File: src/rtl/elevator_pkg.sv
// Shared definitions for the 4-floor elevator: floor encodings, floor
// vector sizing and the call-panel state enum.
package elevator_pkg;

  localparam int NUM_FLOORS = 4;
  localparam int FLOOR_W    = 2;

  typedef enum logic [FLOOR_W-1:0] {
    FLOOR_A = 2'd0,
    FLOOR_B = 2'd1,
    FLOOR_C = 2'd2,
    FLOOR_D = 2'd3
  } floor_t;

  typedef enum logic {
    IDLE = 1'b0,
    DOOR = 1'b1
  } panel_state_t;

endpackage

File: src/rtl/btn_edge_det.sv
// Per-floor rising-edge detector for the call buttons: a held button
// yields a single one-cycle press.
module btn_edge_det
  import elevator_pkg::*;
#(
  parameter int W = NUM_FLOORS
) (
  input  logic         clk,
  input  logic         rst,
  input  logic [W-1:0] btn,
  output logic [W-1:0] press
);

  logic [W-1:0] btn_q;

  always_ff @(posedge clk or posedge rst) begin
    if (rst) begin
      btn_q <= '0;
    end else begin
      btn_q <= btn;
    end
  end

  assign press = btn & ~btn_q;

endmodule

File: src/rtl/elevator_call_panel.sv
// Call panel: latches button presses into requests and holds the served
// request high for a door dwell. Optional macro DOOR_REOPEN_EN lets a press
// of the served floor's button restart the dwell.
module elevator_call_panel
  import elevator_pkg::*;
#(
  parameter int NFLOORS = NUM_FLOORS,
  parameter int DWELL   = 8,
  parameter int CW      = 8
) (
  input  logic               clk,
  input  logic               rst,
  input  logic [NFLOORS-1:0] btn,
  input  logic [FLOOR_W-1:0] floor,
  output logic [NFLOORS-1:0] req,
  output logic               door_open,
  output logic [FLOOR_W-1:0] served_floor,
  output logic               pending
);

  localparam logic [CW-1:0] RELOAD = CW'(DWELL - 1);

  logic [NFLOORS-1:0] press;
  logic [NFLOORS-1:0] served_mask;
  logic [NFLOORS-1:0] clr_mask;
  logic [CW-1:0]      cnt;
  logic               at_served;
  logic               reopen;
  logic               serve_done;
  panel_state_t       state;

  btn_edge_det #(
    .W(NFLOORS)
  ) u_edge (
    .clk  (clk),
    .rst  (rst),
    .btn  (btn),
    .press(press)
  );

  always_comb begin
    served_mask = {{(NFLOORS-1){1'b0}}, 1'b1} << served_floor;
    at_served   = (state == DOOR) && (floor == served_floor);
`ifdef DOOR_REOPEN_EN
    reopen      = at_served && press[served_floor];
`else
    reopen      = 1'b0;
`endif
    serve_done  = at_served && !reopen && (cnt == '0);
    clr_mask    = serve_done ? served_mask : '0;
  end

  // Clear beats a same-edge press of the served floor: that press counts as served.
  always_ff @(posedge clk or posedge rst) begin
    if (rst) begin
      state        <= IDLE;
      req          <= '0;
      door_open    <= 1'b0;
      served_floor <= '0;
      cnt          <= '0;
    end else begin
      req <= (req | press) & ~clr_mask;
      case (state)
        IDLE: begin
          if (req[floor]) begin
            state        <= DOOR;
            door_open    <= 1'b1;
            served_floor <= floor;
            cnt          <= RELOAD;
          end
        end
        DOOR: begin
          if (!at_served) begin
            // Elevator left before the dwell ended; the request stays pending.
            state     <= IDLE;
            door_open <= 1'b0;
          end else if (reopen) begin
            cnt <= RELOAD;
          end else if (serve_done) begin
            state     <= IDLE;
            door_open <= 1'b0;
          end else begin
            cnt <= cnt - 1'b1;
          end
        end
        default: begin
          state     <= IDLE;
          door_open <= 1'b0;
        end
      endcase
    end
  end

  assign pending = |req;

endmodule

File: config.mk
export PLATFORM = sky130hd
export DESIGN_NAME = elevator_call_panel
export DESIGN_NICKNAME = d
export VERILOG_FILES = /design/src/rtl/elevator_pkg.sv /design/src/rtl/btn_edge_det.sv /design/src/rtl/elevator_call_panel.sv
export SDC_FILE = /design/constraint.sdc
export NUM_CORES = 1
export LEC_CHECK = 0
export BUFFER_PORTS_ARGS = -buffer_cell sky130_fd_sc_hd__buf_4
export CORE_MARGIN = 2
export CORE_UTILIZATION = 45
export CTS_CLUSTER_DIAMETER = 60
export DETAILED_ROUTE_END_ITERATION = 16
export PLACE_DENSITY = 0.66
export SYNTH_ARGS = -nofsm -noshare
export SYNTH_HDL_FRONTEND = slang
export SYNTH_HIERARCHICAL = 1
export SYNTH_SLANG_ARGS = --single-unit
File: constraint.sdc
create_clock -name clk -period 2.2 [get_ports clk]
set_input_delay 0.33 -clock clk [delete_from_list [all_inputs] [get_ports clk]]
set_output_delay 0.33 -clock clk [all_outputs]
set_load 0.05 [all_outputs]
==> results.toml, run 1 <==
[setup_path]
timing.critical_path.to_type = "flop"
r2r_cells = 4
worst-endpoint-required_ps = 2380
timing.critical_path.fanout_max = 5
path_class = "flop to flop"
r2r_slack_ps = 180
reg2reg_to = "req[0]"
worst_setup_path_endpoint = "req[0]"
timing.rr.start = "cnt[3]"
cp_data_arrival_time_ps = 2200
start_kind = "flop"
critical_path.startpoint = "cnt[3]"

[sta]
max_freq_ghz = 0.495
worstMarginPinSlew_ps = 604
timing.final.ws_setup_ps = 178
final_hold_viol_count = 0
finalWorstPathRequiredPeriod_ps = 2020
slew-limit-headroom_pct = 59.7
clock-skew-final_ps = 7.91
rsz0062_at_grt = "no"
setup_viol_count_final = 0
slew_viol_final = 0
period_share_pct = 91.9
setup_total_negative_slack_ps = 0

[yosys]
avgSynthCellArea_um2 = 11.2
synth.lib_cells_used.distinct = 29
synth-edff-count = 0
sequential_share_of_the_synthesized_area_pct = 52.6
number_of_register_bits_inferred_by_synthesis = 20
yosysTopAreaCellShare_pct = 52.6
mappedNetlistNets = 95
async_flop_share_pct = 100
synthesis.yosys.warnings = 6
syn-cell-area_um2 = 952
syn_inst = 85
post_synth_most_frequent_cells = "dfrtp_1 (20), nor2_1 (8), nand2_1 (7)"
synth_top_flop_cell = "dfrtp_1"
synth.largest_area_cell = "dfrtp_1"
synth_area_leaders = "dfrtp_1 (53%), nor2b_4 (5.8%), a31oi_1 (3.9%), nor2_1 (3.2%), nand2_1 (2.8%)"
yosysMostFrequentCell = "dfrtp_1"

[cells_and_area]
finish.utilization_pct = 57.1
antenna_cells = 0
stdcell_area_mm2 = 0.00113
num-nets-final = 116
final_layout_size_suffix_gt1_share_pct = 25.0
fin_cells = 131
areaGrowthSynthToFinish_pct = 18.8

[global_route]
overall_routing_resource_usage_pct = 16.8
antenna_found_initial = 0
grt_pass1_vias = 649
maximum_number_of_pins_on_one_net_before_global_route_repair = 17
grt_first_pass_wirelength_um = 3130
grt-ovfl-total = 0

[route]
postRouteAntennaNets = 0
detail_route.wirelength_um = 1770
vias = 706
number_of_optimization_iterations_in_the_first_detailed_route_pass = 4
via_per_inst = 5.39
dr.first_iter.drc_count = 6
drc = 0
avgRoutedWirePerCell_um = 13.5

[place]
dpl.cell_count = 127
postPlaceCellArea_mm2 = 0.00110
detailedPlacementHpwl_um = 1400
routabilityCongestion = 0.823
place_ws_ps = 206
port_buffers = 15

[clocking]
cts-htree-levels = 1
clock_insertion_delay_worst_skew_ps = 300
max-clock-path-buffers = 2
cts_num_sinks = 20
cts-buffers-inserted = 3
tritoncts = "yes"
clock_pin_slew_on_the_worst_setup_and_hold_paths_ps = 100
clock_tree.root_cell = "clkbuf_4"

[floorplan]
core-area_mm2 = 0.00198
floorplan.die.width_um = 50
i_o_pins = 16
rows = 16
initial_core_util_pct = 48.0
die-area_mm2 = 0.00250
die_height_um = 50

[flow_run]
drv_cap = 0

[pwr]
power.ir.vdd_worst_mv = 0.715
leakagePower_nw = 0.486
power_per_cell_area_mw_per_mm2 = 882

[outcome]
status = "finished, final reports clean"

[worst_hold_path]
worst_hold_path.num_cells = 1
hold_path_class = "primary input to flop"
==> kinds of logic after synthesis <==
logic type / synth area share, %
adders and majority gates: 2.63
buffers and inverters: 2.37
and+or+nand+nor: 23.8
xor gates and xnor gates: 1.84
muxes: 4.47
AOI/OAI and AO/OA: 12.4
DFF: 52.6
==> cell type report <==
| class | count | area (µm²) |
|---|---|---|
| clock buffers | 3 | 22.5 |
| fillers | 170 | 851 |
| inverters | 6 | 22.5 |
| multi-input cells | 59 | 429 |
| flip-flops and latches | 20 | 500 |
| well taps | 27 | 33.8 |
| repair buffers | 16 | 123 |
==> critical path: stages, from the launching register on <==
cell	delay, ps
dfrtp_1	430
or4_4	570
or4b_1	540
nor2_1	240
a31oi_1	120
==> cells in the final DEF, fill, tap and decap left out, drive strengths merged <==
cell type     n
ha            2
inv           6
nor2          8
a21oi         3
mux2i         2
nand2         7
or2           1
and3          1
or4b          1
dlygate4sd3   1
o31ai         2
xnor2         2
nor4          1
nor3          1
clkbuf        3
a311oi        1
or4           4
o311ai        2
dfrtp        20
or3           1
nand3         1
nand2b        1
a32oi         1
nor2b         5
mux4          1
nor4b         2
o21ai         3
buf          15
a31oi         6
==> repair_timing <==
action | CTS | global route
buffers inserted | 0 | 0
gates resized for setup | 0 | 0
endpoints found under the hold margin | 4 | 0
hold buffers | 1 | 0
==> sequential cells by signal, summed over array words and instances, names as in the netlist <==
signal	cells
u_edge/btn_q	4
state	1
door_open	1
cnt	8
req	4
served_floor	2
==> worst min path at each step <==
stage	from	endpoint	slack, ps
final	btn[0]	u_edge/btn_q[0]	150
after global routing	btn[3]	u_edge/btn_q[3]	140
after CTS	btn[3]	u_edge/btn_q[3]	140
after detailed placement	rst	u_edge/btn_q[3]	230
after global placement	rst	u_edge/btn_q[0]	230
after floorplan	rst	u_edge/btn_q[0]	100
==> metal layers <==
layer | part of all wire [%] | vias to the layer above | GRT usage (%)
li1 | - | 352 | -
met1 | 49 | 337 | 24.5
met2 | 45 | 12 | 23.5
met3 | 3.2 | 5 | 2.42
met4 | 2.5 | 0 | 9.72
met5 | 0 | - | 0
==> power by group <==
part / total, mW / switching [mW] / internal, mW
clock: 0.166 / 0.103 / 0.0638
sequential: 0.474 / 0.0561 / 0.418
combinational: 0.357 / 0.246 / 0.111
total: 0.998 / 0.405 / 0.593
==> per-stage QoR <==
| stage | total power, mW | hold slack, ps |
|---|---|---|
| 6_report | 0.998 | 148 |
| 5_1_grt | 1.06 | 139 |
| 4_1_cts | 1.01 | 145 |
| 3_5_place_dp | 0.839 | 232 |
| 3_3_place_gp | 0.842 | 231 |
| 2_1_floorplan | 0.727 | 96.1 |
Power figures use the tool's default switching activity.
==> run 2, diff against run 1 <==
--- a/config.mk
+++ b/config.mk
@@ -5,12 +5,13 @@
 export SDC_FILE = /design/constraint.sdc
 export NUM_CORES = 1
 export LEC_CHECK = 0
+export ABC_AREA = 1
 export BUFFER_PORTS_ARGS = -buffer_cell sky130_fd_sc_hd__buf_4
 export CORE_MARGIN = 2
 export CORE_UTILIZATION = 45
 export CTS_CLUSTER_DIAMETER = 60
 export DETAILED_ROUTE_END_ITERATION = 16
-export PLACE_DENSITY = 0.66
+export PLACE_DENSITY = 0.65
 export SYNTH_ARGS = -nofsm -noshare
 export SYNTH_HDL_FRONTEND = slang
 export SYNTH_HIERARCHICAL = 1
==> run 2 against run 1 <==
  * Sequential power increased by 11%
  * Clock skew decreased by 5.9 ps
  * Setup slack improved by 580 ps
  * Combinational power increased by 44%
  * Clock power increased by 32%
  * Critical path depth increased by 5
  * Final area increased by 16%
  * Power increased by 26%
  * Clock-buffer cell count increased by 1
  * Die area increased by 17%
  * Non-clock buffer count unchanged
  * Global-route usage decreased by 0.86 points
  * Critical path type unchanged
==> results.toml, run 2 <==
[yosys]
synth_top_flop_cell = "dfrtp_1"
syn-cell-area_mm2 = 0.00113
post_synth_most_frequent_cells = "nand2_1 (46), inv_1 (28), dfrtp_1 (20)"
syn_inst = 152
synth_area_leaders = "dfrtp_1 (44%), nand2_1 (15%), inv_1 (9.3%), nand3_1 (5.8%), nor2_1 (5.7%)"
number_of_register_bits_inferred_by_synthesis = 20
avgSynthCellArea_um2 = 7.41
mappedNetlistNets = 162
sequential_share_of_the_synthesized_area_pct = 44.4
synth.largest_area_cell = "dfrtp_1"
synthesis.yosys.warnings = 6
synth.lib_cells_used.distinct = 20
yosysTopAreaCellShare_pct = 44.4
yosysMostFrequentCell = "nand2_1"
async_flop_share_pct = 100
synth-edff-count = 0

[cells_and_area]
areaGrowthSynthToFinish_pct = 16.4
final_cell_mix = "nand2_1 (46), inv_1 (28), dfrtp_1 (20)"
layout.cells.most_common = "nand2_1"
reg.largest.list = "cnt (8), req (4), u_edge/btn_q (4)"
antenna_cells = 0
num-nets-final = 182
final_layout_size_suffix_gt1_share_pct = 18.7
max_flop_register = "cnt"
largest_reg_flops = 8

[pwr]
power.switching_fraction_pct = 44.6
power.ir.vdd_worst_mv = 0.492
leakagePower_nw = 0.710
switch_pwr_mw = 0.562
seq_power_share_pct = 41.7
cellInternalPower_mw = 0.698
power.share.combinational_pct = 40.9
power_per_cell_area_mw_per_mm2 = 960
clock_power_share_pct = 17.4

[place]
place_ws_ps = 762
detailedPlacementHpwl_um = 1610
routabilityCongestion = 0.857
port_buffers = 15

[global_route]
grt_busiest_layer = "met2"
met3_usage_pct = 3.33
overall_routing_resource_usage_pct = 15.9
antenna_found_initial = 0
maximum_number_of_pins_on_one_net_before_global_route_repair = 17
grt_first_pass_wirelength_um = 3350
grt_pass1_vias = 783
grt_met1_usage_pct = 22.0
grt.met2_usage_pct = 25.0
grt-ovfl-total = 0

[clocking]
clock_tree.root_cell = "clkbuf_4"
post-cts-setup-buffer-count = 0
clock_insertion_delay_worst_skew_ps = 300
clock_pin_slew_on_the_worst_setup_and_hold_paths_ps = 120
cts-buffers-inserted = 3
tritoncts = "yes"
cts.hold.buffers_added = 1
cts_num_sinks = 20
max-clock-path-buffers = 2
cts-htree-levels = 1
ctsResizeCount = 0

[setup_path]
timing.critical_path.fanout_max = 10
r2r_slack_ps = 760
reg2reg_to = "cnt[1]"
r2r_cells = 9
cp_data_arrival_time_ps = 1650
path_class = "flop to flop"
timing.rr.start = "cnt[0]"
timing.critical_path.to_type = "flop"
worst-endpoint-required_ps = 2410
start_kind = "flop"

[route]
postRouteAntennaNets = 0
drc = 0
via_per_inst = 4.57
detail_route.wirelength_um = 2090
dr.first_iter.drc_count = 26
number_of_optimization_iterations_in_the_first_detailed_route_pass = 4
vias = 919
avgRoutedWirePerCell_um = 10.4

[flow_run]
drv_cap = 0

[sta]
final_hold_viol_count = 0
setup_total_negative_slack_ps = 0
max_freq_ghz = 0.694
slew_viol_final = 0
period_share_pct = 65.5
timing.final.ws_setup_ps = 759
slew-limit-headroom_pct = 57.2
rsz0062_at_grt = "no"
clock-skew-final_ps = 1.96
worstMarginPinSlew_ps = 641
finalWorstPathRequiredPeriod_ps = 1440
setup_viol_count_final = 0

[outcome]
status = "finished, final reports clean"

[floorplan]
core-area_mm2 = 0.00243
die_height_um = 54.0
initial_core_util_pct = 46.3
i_o_pins = 16
rows = 18
floorplan.die.width_um = 54.0
die-area_mm2 = 0.00292

[worst_hold_path]
timing.hold.worst.start = "btn[1]"
worst_hold_end = "u_edge/btn_q[1]"
hold_path_class = "primary input to flop"
worst_hold_path.num_cells = 1
## run 2: changes by cell type after synthesis, moves of 4 or more
cell | before | now
nor2b_4 | 4 | 0
nand2_1 | 7 | 46
nand3_1 | 1 | 13
nor2_1 | 8 | 17
o21bai_1 | 0 | 4
nor2_2 | 0 | 7
a31oi_1 | 6 | 0
inv_1 | 6 | 28
## run 2: final cells by class
| cell class | count | area [µm²] |
|---|---|---|
| fillers | 225 | 1120 |
| multi-input cells | 102 | 505 |
| flip-flops and latches | 20 | 500 |
| repair buffers | 16 | 123 |
| inverters | 29 | 109 |
| well taps | 30 | 37.5 |
| clock buffers | 4 | 36.3 |
## run 2: how the worst max path moves through the flow
stage               startpoint      end  slack [ps]  cells past startpoint
floorplan               req[3]  pending         700                      2
global placement        cnt[0]   cnt[1]         800                      9
detailed placement      cnt[0]   cnt[1]         760                      9
CTS                     cnt[0]   cnt[1]         740                      9
global route            cnt[0]   cnt[1]         610                      9
finish                  cnt[0]   cnt[1]         760                      9
## run 2: through the flow
step                      utilization (%)  area, µm²  hold WS (ps)  power, mW  cells
after global routing                 53.9       1310           115       1.36    201
after global placement               52.0       1260           230       1.05    196
after CTS                            53.9       1310           123       1.27    201
final                                53.9       1310           132       1.26    201
after floorplan                         -       1130          96.1      0.929    152
after detailed placement             52.0       1260           238       1.05    196
## run 2: cell families after synthesis
family                     Yosys count  synth area share, %
and+or+nand+nor                     91                 37.1
DFF                                 20                 44.4
AOI/OAI and AO/OA                    7                 4.00
buffers and inverters               30                 10.7
adders and majority gates            2                 2.22
xor gates and xnor gates             2                 1.56
## run 2: worst max-delay path: stages, from the launching register on
cell and delay [ps]:
dfrtp_1 410, inv_1 100, ha_1 150, inv_1 40, nor2_1 90, nand3_1 130
nand2_4 200, nand2_8 90, nor2_2 110, nor2_2 40
## run 2: power by group through the flow
stage	combinational, mW	sequential, mW	clock, mW
floorplan	0.322	0.608	0
global placement	0.521	0.532	0
detailed placement	0.520	0.532	0
CTS	0.522	0.525	0.227
global route	0.579	0.539	0.242
finish	0.515	0.525	0.219
## run 2: layer usage
metal | vias up | wire length [µm]
met1 | 412 | 1030
met2 | 8 | 1010
met3 | 0 | 46
met5 | - | 0
met4 | 0 | 0
li1 | 499 | -
==> run 3, diff against run 2 <==
==> constraint.sdc (replaced) <==
create_clock -name clk -period 1.4 [get_ports clk]
set_input_delay 0.21 -clock clk [delete_from_list [all_inputs] [get_ports clk]]
set_output_delay 0.21 -clock clk [all_outputs]
set_load 0.05 [all_outputs]
==> run 3 against run 2 <==
  * Global-route usage up 3.6 points
  * Die area unchanged
  * Highest routed layer is now met4
  * Critical path depth unchanged
  * Clock power up 54%
  * Via count up 11%
  * Largest power group is now combinational logic
  * Largest cell class unchanged
  * Register-to-register slack worse by 740 ps
==> results.toml, run 3 (synthesized netlist as in run 2, its figures left out) <==
[route]
dr.first_iter.drc_count = 39
vias = 1020
drc = 0
via_per_inst = 4.81
number_of_optimization_iterations_in_the_first_detailed_route_pass = 4
postRouteAntennaNets = 0
detail_route.wirelength_um = 2440
avgRoutedWirePerCell_um = 11.5

[setup_path]
crit_path_cell_chain = "inv_2, ha_4, inv_2, nor2_2, nand3_2, nand2_4, nand2_8, nor2_2, nor2_2"
crit_path_frequent_cell = "nor2_2"
worst-endpoint-required_ps = 1610
timing.critical_path.fanout_max = 6
timing.critical_path.to_type = "flop"
cpPeakStageDelay_ps = 400
start_kind = "flop"
cp_slowest_cell = "dfrtp_1"
path_class = "flop to flop"
cp_data_arrival_time_ps = 1590

[floorplan]
rows = 18
die_height_um = 54.0
core-area_mm2 = 0.00243
i_o_pins = 16
floorplan.die.width_um = 54.0
initial_core_util_pct = 46.3
die-area_mm2 = 0.00292

[sta]
slew-limit-headroom_pct = 82.7
timing.final.ws_setup_ps = 21.1
slew_viol_final = 0
rsz0062_at_grt = "yes"
setup_viol_count_final = 0
period_share_pct = 98.5
finalWorstPathRequiredPeriod_ps = 1380
clock-skew-final_ps = 3.58
worst_hold_slack_ps = 15.1
worstMarginPinSlew_ps = 260
max_freq_ghz = 0.725
final_hold_viol_count = 0

[global_route]
grt-ovfl-total = 0
maximum_number_of_pins_on_one_net_before_global_route_repair = 17
antenna_found_initial = 0
grt_first_pass_wirelength_um = 4130
overall_routing_resource_usage_pct = 19.5
grt_pass1_vias = 960

[cells_and_area]
final_cell_mix = "nand2_1 (41), inv_1 (24), buf_4 (21)"
reg.largest.list = "cnt (8), req (4), u_edge/btn_q (4)"
final_layout_size_suffix_gt1_share_pct = 33.0
finish.utilization_pct = 59.7
num-nets-final = 193
max_flop_register = "cnt"
layout.cells.most_common = "nand2_1"
largest_reg_flops = 8
antenna_cells = 0
areaGrowthSynthToFinish_pct = 29.0

[clocking]
cts-htree-levels = 1
clock_insertion_delay_worst_skew_ps = 300
clock_pin_slew_on_the_worst_setup_and_hold_paths_ps = 110
cts_num_sinks = 20
clock_tree.root_cell = "clkbuf_4"
tritoncts = "yes"
max-clock-path-buffers = 2
cts-buffers-inserted = 3

[place]
detailedPlacementHpwl_um = 1680
place_ws_ps = -29.0
routabilityCongestion = 0.841
port_buffers = 15

[outcome]
status = "finished, final reports clean"

[pwr]
power_per_cell_area_mw_per_mm2 = 1490
power.ir.vdd_worst_mv = 1.17
leakagePower_nw = 0.756
report.power.total_mw = 2.17

[flow_run]
drv_cap = 0

[worst_hold_path]
hold_path_class = "primary input to flop"
-- run 3: cell types whose count changed in the layout (fill, tap and decap cells not counted), moves of 2 or more --
cell           delta
nor2_2            +2
nand2_1           -5
nand2_4           +2
buf_4             +6
nand2_2           +5
nor2_1            -2
dfrtp_1           -6
inv_1             -4
dfrtp_2           +6
inv_2             +4
dlygate4sd3_1     +2
-- run 3: through the flow --
step	TNS, ps	instance area (µm²)	cells
final	0	1450	212
after global routing	-336	1450	212
after CTS	0	1380	208
after detailed placement	-104	1310	201
after global placement	0	1310	201
after floorplan	0	1130	152
-- run 3: critical path, delay by kind of cell, from the launching register on --
family        cells  cell delay, ps
fa+ha+maj         1             140
buf+inv           2             140
flops             1             400
simple gates      6             610
-- run 3: worst paths after layout --
check,from,end,slack [ps],cells after the start
max,cnt[0],cnt[1],20,9
min reg2reg,door_open,door_open,500,2
min,btn[2],u_edge/btn_q[2],20,1
max reg2reg,cnt[0],cnt[1],20,9
min in group asynchronous,rst,u_edge/btn_q[3],340,3
max in group asynchronous,rst,req[2],730,4
-- run 3: timing repair --
item / CTS / global route
gates cloned: 1 / 1
buffers inserted: 1 / 1
pin swaps: 3 / 4
resized for setup: 2 / 15
hold buffers: 1 / 2
hold endpoints to repair: 20 / 2
endpoints found under the setup margin: 9 / 13
-- run 3: power by group --
part           leakage [nW]  internal [mW]  switching [mW]
Clock                0.0210          0.159           0.179
Combinational         0.509          0.344           0.671
Sequential            0.226          0.690           0.127
Total                 0.756           1.19           0.977
-- run 3: metal layers --
layer  part of all wire [%]  wire length, µm  global-route usage [%]
met5                      0                0                       0
met4                    1.7               41                    8.75
met3                    2.7               67                    2.50
met2                     48             1180                    31.7
met1                     47             1150                    25.8
-- run 3: cell type report --
type,instances,area (µm²)
Sequential cell,20,508
Multi-Input combinational cell,104,563
Inverter,29,109
Timing Repair Buffer,25,199
Clock buffer,4,36.3
Tap cell,30,37.5
Fill cell,226,980
